==> config.mk <==
export PLATFORM = sky130hd
export DESIGN_NAME = palette_mapper
export DESIGN_NICKNAME = d
export VERILOG_FILES = /design/src/rtl/palette_mapper.sv
export SDC_FILE = /design/constraint.sdc
export NUM_CORES = 2
export LEC_CHECK = 0
export ABC_AREA = 1
export CAP_MARGIN = 20
export CORE_MARGIN = 4
export CORE_UTILIZATION = 30
export DETAILED_ROUTE_END_ITERATION = 10
export PLACE_DENSITY = 0.44
export SYNTH_ARGS = -nofsm -noshare
export SYNTH_HDL_FRONTEND = slang
export SYNTH_SLANG_ARGS = --single-unit
==> constraint.sdc <==
create_clock -name Clk -period 3.48 [get_ports Clk]
set_clock_uncertainty 0.1 [all_clocks]
set_input_delay 0.348 -clock Clk [delete_from_list [all_inputs] [get_ports Clk]]
set_output_delay 0.348 -clock Clk [all_outputs]
set_load 0.03 [all_outputs]
==> src/rtl/palette_mapper.sv <==
// Layer compositor plus writable palette lookup for the VGA path: two-stage pipeline, registered RGB.
// Optional build macro PALETTE_FADE_EN enables per-pixel brightness shift via the fade port.
module palette_mapper #(
  parameter int unsigned CODE_W      = 6,
  parameter int unsigned NUM_LAYERS  = 2,
  parameter int unsigned TRANSP_CODE = 0,
  parameter int unsigned BG_CODE     = 1
) (
  input  logic                         Clk,
  input  logic                         Reset,
  input  logic                         pix_valid_in,
  input  logic [NUM_LAYERS*CODE_W-1:0] layer_code,
  input  logic                         pal_we,
  input  logic [CODE_W-1:0]            pal_addr,
  input  logic [23:0]                  pal_wdata,
  input  logic [2:0]                   fade,
  output logic                         pix_valid_out,
  output logic                         pix_transparent,
  output logic [7:0]                   VGA_R,
  output logic [7:0]                   VGA_G,
  output logic [7:0]                   VGA_B
);

  localparam int unsigned DEPTH = 2 ** CODE_W;
  localparam int unsigned RGB_W = 24;

  function automatic logic [RGB_W-1:0] pal_default(input int unsigned idx);
    case (idx)
      0, 1:    pal_default = 24'h000000;
      2:       pal_default = 24'h27b212;
      3:       pal_default = 24'hd80222;
      4:       pal_default = 24'h5db1f0;
      5:       pal_default = 24'hf1ff0a;
      6:       pal_default = 24'hb2b2b0;
      7:       pal_default = 24'hf27a00;
      8:       pal_default = 24'h663300;
      9:       pal_default = 24'h8600b3;
      10:      pal_default = 24'h000066;
      11:      pal_default = 24'hffffff;
      default: pal_default = 24'hb2b2b0;
    endcase
  endfunction

  logic [RGB_W-1:0]  pal_q [DEPTH];

  logic              s1_valid_q, s1_transp_q;
  logic [CODE_W-1:0] s1_code_q;
  logic              sel_transp_d, sel_found;
  logic [CODE_W-1:0] sel_code_d;

  logic              s2_valid_q, s2_transp_q;
  logic [RGB_W-1:0]  s2_rgb_q, s2_rgb_d;

  // Highest-priority (lowest index) non-transparent layer wins; else background.
  always_comb begin
    sel_code_d   = CODE_W'(BG_CODE);
    sel_transp_d = 1'b1;
    sel_found    = 1'b0;
    for (int i = 0; i < int'(NUM_LAYERS); i++) begin
      if (!sel_found && layer_code[i*CODE_W +: CODE_W] != CODE_W'(TRANSP_CODE)) begin
        sel_code_d   = layer_code[i*CODE_W +: CODE_W];
        sel_transp_d = 1'b0;
        sel_found    = 1'b1;
      end
    end
  end

`ifdef PALETTE_FADE_EN
  logic [2:0] s1_fade_q;

  always_ff @(posedge Clk) begin
    if (Reset) s1_fade_q <= 3'd0;
    else       s1_fade_q <= fade;
  end

  always_comb begin
    s2_rgb_d = '0;
    if (s1_valid_q) begin
      s2_rgb_d = {pal_q[s1_code_q][23:16] >> s1_fade_q,
                  pal_q[s1_code_q][15:8]  >> s1_fade_q,
                  pal_q[s1_code_q][7:0]   >> s1_fade_q};
    end
  end
`else
  logic unused_fade;
  assign unused_fade = ^fade;

  always_comb begin
    s2_rgb_d = '0;
    if (s1_valid_q) s2_rgb_d = pal_q[s1_code_q];
  end
`endif

  always_ff @(posedge Clk) begin
    if (Reset) begin
      s1_valid_q  <= 1'b0;
      s1_transp_q <= 1'b0;
      s1_code_q   <= '0;
      s2_valid_q  <= 1'b0;
      s2_transp_q <= 1'b0;
      s2_rgb_q    <= '0;
    end else begin
      s1_valid_q  <= pix_valid_in;
      s1_transp_q <= sel_transp_d;
      s1_code_q   <= sel_code_d;
      s2_valid_q  <= s1_valid_q;
      s2_transp_q <= s1_valid_q & s1_transp_q;
      s2_rgb_q    <= s2_rgb_d;
    end
  end

  // Nonblocking write: a stage-2 read of the same entry on this edge sees the old value.
  always_ff @(posedge Clk) begin
    if (Reset) begin
      for (int unsigned i = 0; i < DEPTH; i++) pal_q[i] <= pal_default(i);
    end else if (pal_we) begin
      pal_q[pal_addr] <= pal_wdata;
    end
  end

  assign pix_valid_out   = s2_valid_q;
  assign pix_transparent = s2_transp_q;
  assign VGA_R           = s2_rgb_q[23:16];
  assign VGA_G           = s2_rgb_q[15:8];
  assign VGA_B           = s2_rgb_q[7:0];

endmodule

==> Word level (Yosys, flattened, before mapping) <==
Memory sizes are Yosys's and may differ from the RTL's. A register that Yosys moved wholly into a read port is not among the register bits.
Cells that the tools add are included.
W data, S select, Z words.
{ "word_totals": {"reg_bits": 10, "latch_bits": 0, "ramBits": 1536, "mem_bits_ro": 0, "inputBits": 49, "out_inout_bits": 26, "wordCells": 38, "mem_count": 1} }
{ "memory_table": {"columns": ["name", "words", "word_bits", "read_ports", "rd_ports_with_merged_regs", "write_ports", "line", "source"], "rows": [
  ["pal_q", 64, 24, 1, 1, 64, "44", "logic [RGB_W-1:0] pal_q [DEPTH];"]
]} }
{ "op_classes": {"addsub": 0, "multipliers": 0, "div": 0, "order_cmp": 0, "eq_ne": 0, "shift": 0, "muxes": 23, "bitwise": 2, "reduce_logical": 7} }
{ "op_table": {"columns": ["operator", "n"], "rows": [
  ["$mux W24", 12],
  ["$reduce_or A24 Y1", 1],
  ["$mux W6", 3],
  ["$reduce_bool A6 Y1", 2],
  ["$mux W1", 8],
  ["$reduce_or A2 Y1", 2],
  ["$and A1 B1 Y1", 1],
  ["$logic_and A1 B1 Y1", 1],
  ["$logic_not A1 Y1", 1],
  ["$not A1 Y1", 1]
]} }

==> Longest topological paths before layout <==
{ "logic_depth": {"ltp_word": 5, "depth_mapped": 13, "ltp_nobuf": 9} }

==> Worst setup path before layout <==
Ideal clock, no wire load.
{ "synth_timing": {"path_type": "input-to-reg", "from": "input port Reset", "to": "memory pal_q[11][0], enable pin", "setup_time_ns": 0.438, "t_arrival_ns": 2.667, "t_required_ns": 2.942, "setup_slack_ns": 0.274, "cell_stages": 6, "n_path_buf": 1, "cell_sequence": "buf_2 -> inv_2 -> nand2_4 -> nor2_1 -> inv_2 -> o21ai_0"} }
{ "synth_rtl": {"columns": ["element", "line", "source"], "rows": [
  ["start: declaration", "10", "input logic Reset,"],
  ["end: declaration", "44", null]
]} }

==> impl_summary.log <==
[metrics] outcome: complete, no violations
[metrics] setup repair after global routing missed its margin: no
[metrics] origin of the worst min-delay path: layer_code[5]
[metrics] post-synthesis compound-gate area fraction: 0.00222
[metrics] clock input transition at the sequential cells of the worst setup and hold paths: ~0.060 ns
[metrics] register-to-register setup slack: 0.31 ns
[metrics] IO buf count: 71
[metrics] f_max: 315 MHz
[metrics] pin count of the biggest net entering global routing: 86
[metrics] relative max-transition margin: 0.304
[metrics] fraction of final layout cells sized beyond drive strength 1: 0.103
[metrics] clock tree root driver cell: sky130_fd_sc_hd__clkbuf_16
[metrics] leading cell type in the layout, fill and taps excluded: sky130_fd_sc_hd__nand2_1
[metrics] post-synthesis average cell area: approximately 9.7 sq um
[metrics] number of optimization iterations in the first detailed-route pass: 7
[metrics] Final Core Density: 0.347
[metrics] global routing usage summed across all routing layers: 0.196
[metrics] Power, Total: 44.0 mW
[metrics] Max VDD drop: between 0.0005 and 0.0006 V
[metrics] xor/xnor share of the synthesized area: 0
[metrics] dominant cells by area after synthesis: sky130_fd_sc_hd__edfxtp_1 65%, sky130_fd_sc_hd__nand2_1 14%, sky130_fd_sc_hd__nand3_1 9.2%
[metrics] required time of the worst setup path: 4.17 ns
[metrics] most used cell along the critical path: sky130_fd_sc_hd__nand3_1
[metrics] power density normalized to cell area: 538 nW/um^2
[metrics] Fin. Hold Viols: 0
[metrics] global-route wire length before repair: around 350000 microns
[metrics] grt peak-use layer: met2
[metrics] Detail Placement HPWL: 151000 microns
[metrics] class of the tightest hold or removal check: input port to register
[metrics] syn nets: approximately 7300
[metrics] post-route DRC violation count: 0
[metrics] TNS Setup: 0 ns
[metrics] met2 Resource Use GR: 0.321
[metrics] number of setup violations in the final report: 0
[metrics] sequential fraction of design power: 0.499
[metrics] Critical R2R Capture: s2_rgb_q[21]$_SDFF_PP0_
[metrics] initial cell density of the core: 0.301
[metrics] Layout Cell Area excl Fill: about 80000 sq um
[metrics] share of synthesized cell area in full adder, half adder and majority cells: 0
[metrics] Clock Tree Buf Depth: 3
[metrics] net switching power of the design: between 10 and 15 mW
[metrics] clock tree from TritonCTS: built
[metrics] clock period minus worst slack: about 3.2 ns
[metrics] remaining number of nets flagged by the antenna check after routing: 0
[metrics] final weighted congestion of routability-driven global placement: 0.856
[metrics] post-detailed-routing wire length: between 200000 and 250000 microns
[metrics] number of standard cells after synthesis: about 7300
[metrics] clock sink count: ~1600
[metrics] global routing met3 resource utilization: 0.0231
[metrics] GR Layer Usage met1: 0.268
[metrics] Main synth FF type: sky130_fd_sc_hd__edfxtp_1
[metrics] number of max-slew violations in the final report: 0
[metrics] Seq/Total Area, Yosys: 0.660
[metrics] leading cell types in the layout, fill and taps excluded: 2680 x sky130_fd_sc_hd__nand2_1, 1536 x sky130_fd_sc_hd__edfxtp_1, 1297 x sky130_fd_sc_hd__nand3_1, 885 x sky130_fd_sc_hd__nor2_1, 285 x sky130_fd_sc_hd__buf_4
[metrics] largest stage delay on the critical path: approximately 0.5 ns
[metrics] total number of yosys warnings: 0
[metrics] CP Cell Sequence: inv_16 -> buf_12 -> buf_4 -> nand2_1 -> nand3_1 -> nand3_1 -> nand2_1 -> nand2_1 -> nand3_1 -> nand3_1 -> a21oi_1 -> buf_4
[metrics] H-tree levels: 4
[metrics] pin slew with the least headroom to its limit: ~1.0 ns
[metrics] total gr overflow: 0
[metrics] Avg Vias per Cell: around 4.9
[metrics] netlist area before placement: slightly above 70000 sq um
[metrics] Placed Instance Area: approximately 76000 sq um
[metrics] drt initial violations: around 4900
[metrics] total I/O pin count: 75
[metrics] Internal Pwr Total: 32.7 mW
[metrics] leakage power of the design: a little over 30 nW
[metrics] simple-gate portion of the synthesized area: 0.287
[metrics] width of the die: between 400 and 500 microns
[metrics] area share of the largest cell type after synthesis: 0.651
[metrics] CP Launch Type: register
[metrics] FP Rows: between 150 and 200
[metrics] cell accounting for the most synthesized area: sky130_fd_sc_hd__edfxtp_1
[metrics] Inserted Clock Buffers: between 150 and 200
[metrics] clock power share: 0.409
[metrics] share of flip-flops with an asynchronous set or reset after synthesis: 0
[metrics] via count of the first global-routing pass: 50100
[metrics] Slowest-stage cell, CP: sky130_fd_sc_hd__dfxtp_4
[metrics] fraction of power spent switching nets: 0.256
[metrics] CTS hold repair buffers: 8
[metrics] area delta synth->final: 15.3%
[metrics] number of enable-type register cells in the synthesized netlist: between 1500 and 2000
[metrics] distinct cell type count of the synthesized netlist: 24
[metrics] Max Cap Viol: 0
[metrics] Seq cells post-synth: ~1600
[metrics] multiplexer share of the synthesized area: 0
[metrics] overall via count from detail_route: just over 50000
[metrics] final worst path period share: 0.912
[metrics] average wire per standard cell: approximately 23 microns
[metrics] arrival time worst endpoint: between 3 and 4 ns
[metrics] depth of the worst register-to-register path: 12
[metrics] overall die height: slightly below 500 microns
[metrics] largest family of logic cells by synthesized area: simple AND/OR/NAND/NOR gates
[metrics] startpoint-to-endpoint class of the critical path: register to register
[metrics] sort of element at the end of the critical path: register
[metrics] number of gates resized after CTS: 0
[metrics] Die Outline Area: approximately 240000 sq um
[metrics] clock latency at the later pin of the worst-skew pair: between 0.8 and 0.9 ns
[metrics] beginning of the worst register-to-register path: s1_code_q[0]$_SDFF_PP0_
[metrics] worst hold path stage count: 3
[metrics] Crit Path Max Fanout: 82
[metrics] endpoint of the worst hold-timing path: s1_code_q[5]$_SDFF_PP0_
[metrics] placeable core region: about 240000 sq um
[metrics] number of antenna violations at the first check in global routing: 6
[metrics] number of setup buffers added after CTS: 0
[metrics] part of the total power dissipated in combinational logic: 0.092
[metrics] Net count, final: around 7300
## cells by family after synthesis
| group | after synthesis |
|---|---|
| and+or+nand+nor | 4929 |
| buffers and inverters | 743 |
| AOI/OAI and AO/OA | 31 |
| DFF | 1570 |
## through the flow
step           hold WS [ns]  setup WS, ns  std cells
3_3_place_gp          0.310         0.254      10200
2_1_floorplan         0.302         0.274       7273
3_5_place_dp          0.322         0.253      10200
4_1_cts              0.0390         0.243      10600
5_1_grt              0.0768         0.200      10600
6_report             0.0860         0.306      10600
## cell type report
type,instances,area [sq um]
Clock buffer,240,4740
Sequential cell,1570,46800
Timing Repair Buffer,437,4390
Inverter,131,554
Antenna cell,2,5.00
Multi-Input combinational cell,4960,20500
Fill cell,24000,153000
Tap cell,3150,3940
Clock inverter,79,734
## how the worst max path moves through the flow
stage	startpoint	to	cells past startpoint
final	s1_code_q[0]$_SDFF_PP0_	s2_rgb_q[21]$_SDFF_PP0_	12
after global routing	s1_code_q[0]$_SDFF_PP0_	s2_rgb_q[22]$_SDFF_PP0_	12
after CTS	s1_code_q[0]$_SDFF_PP0_	s2_rgb_q[21]$_SDFF_PP0_	12
after detailed placement	s1_code_q[0]$_SDFF_PP0_	s2_rgb_q[21]$_SDFF_PP0_	12
after global placement	s1_code_q[0]$_SDFF_PP0_	s2_rgb_q[21]$_SDFF_PP0_	12
after floorplan	Reset	pal_q[11][0]$_SDFFCE_PN1P_	6
## registers in the layout, indices dropped and copies added (netlist names)
signal and flops:
pal_q 1536, s2_rgb_q 24, s1_code_q 6, pix_transparent 1
pix_valid_out 1, s1_transp_q 1, s1_valid_q 1
## routing by layer
metal,vias to the layer above,wire length (microns)
met3,348,12300
met1,25600,106000
met4,0,8950
met5,-,0
li1,24200,-
met2,1497,116000
## synth_stat cells (6+ instances only)
master and n:
sky130_fd_sc_hd__nand2_1 2680, sky130_fd_sc_hd__edfxtp_1 1536, sky130_fd_sc_hd__nand3_1 1297, sky130_fd_sc_hd__nor2_1 885, sky130_fd_sc_hd__clkbuf_1 240, sky130_fd_sc_hd__buf_2 235, sky130_fd_sc_hd__inv_2 107, sky130_fd_sc_hd__buf_4 74
sky130_fd_sc_hd__nor2_2 40, sky130_fd_sc_hd__buf_1 38, sky130_fd_sc_hd__dfxtp_1 34, sky130_fd_sc_hd__a21oi_1 29, sky130_fd_sc_hd__buf_6 25, sky130_fd_sc_hd__inv_1 22, sky130_fd_sc_hd__nor2_4 10, sky130_fd_sc_hd__nor3_1 8
sky130_fd_sc_hd__nor3_2 6
## power by group through the flow
stage / Combinational (mW) / Clock [mW] / Sequential [mW]
finish: 4.04 / 18.0 / 22.0
global route: 4.39 / 19.2 / 22.0
CTS: 4.10 / 18.4 / 22.0
detailed placement: 4.09 / 0 / 22.3
global placement: 4.07 / 0 / 22.3
floorplan: 2.24 / 0 / 22.3
## critical path: cells and delay by family (launching register included)
| family | cells | cell delay (ns) |
|---|---|---|
| simple gates | 7 | 0.96 |
| flops | 1 | 0.51 |
| buf+inv | 4 | 1.15 |
| compound gates | 1 | 0.33 |
No activity file was read; power rests on OpenSTA's default activity.
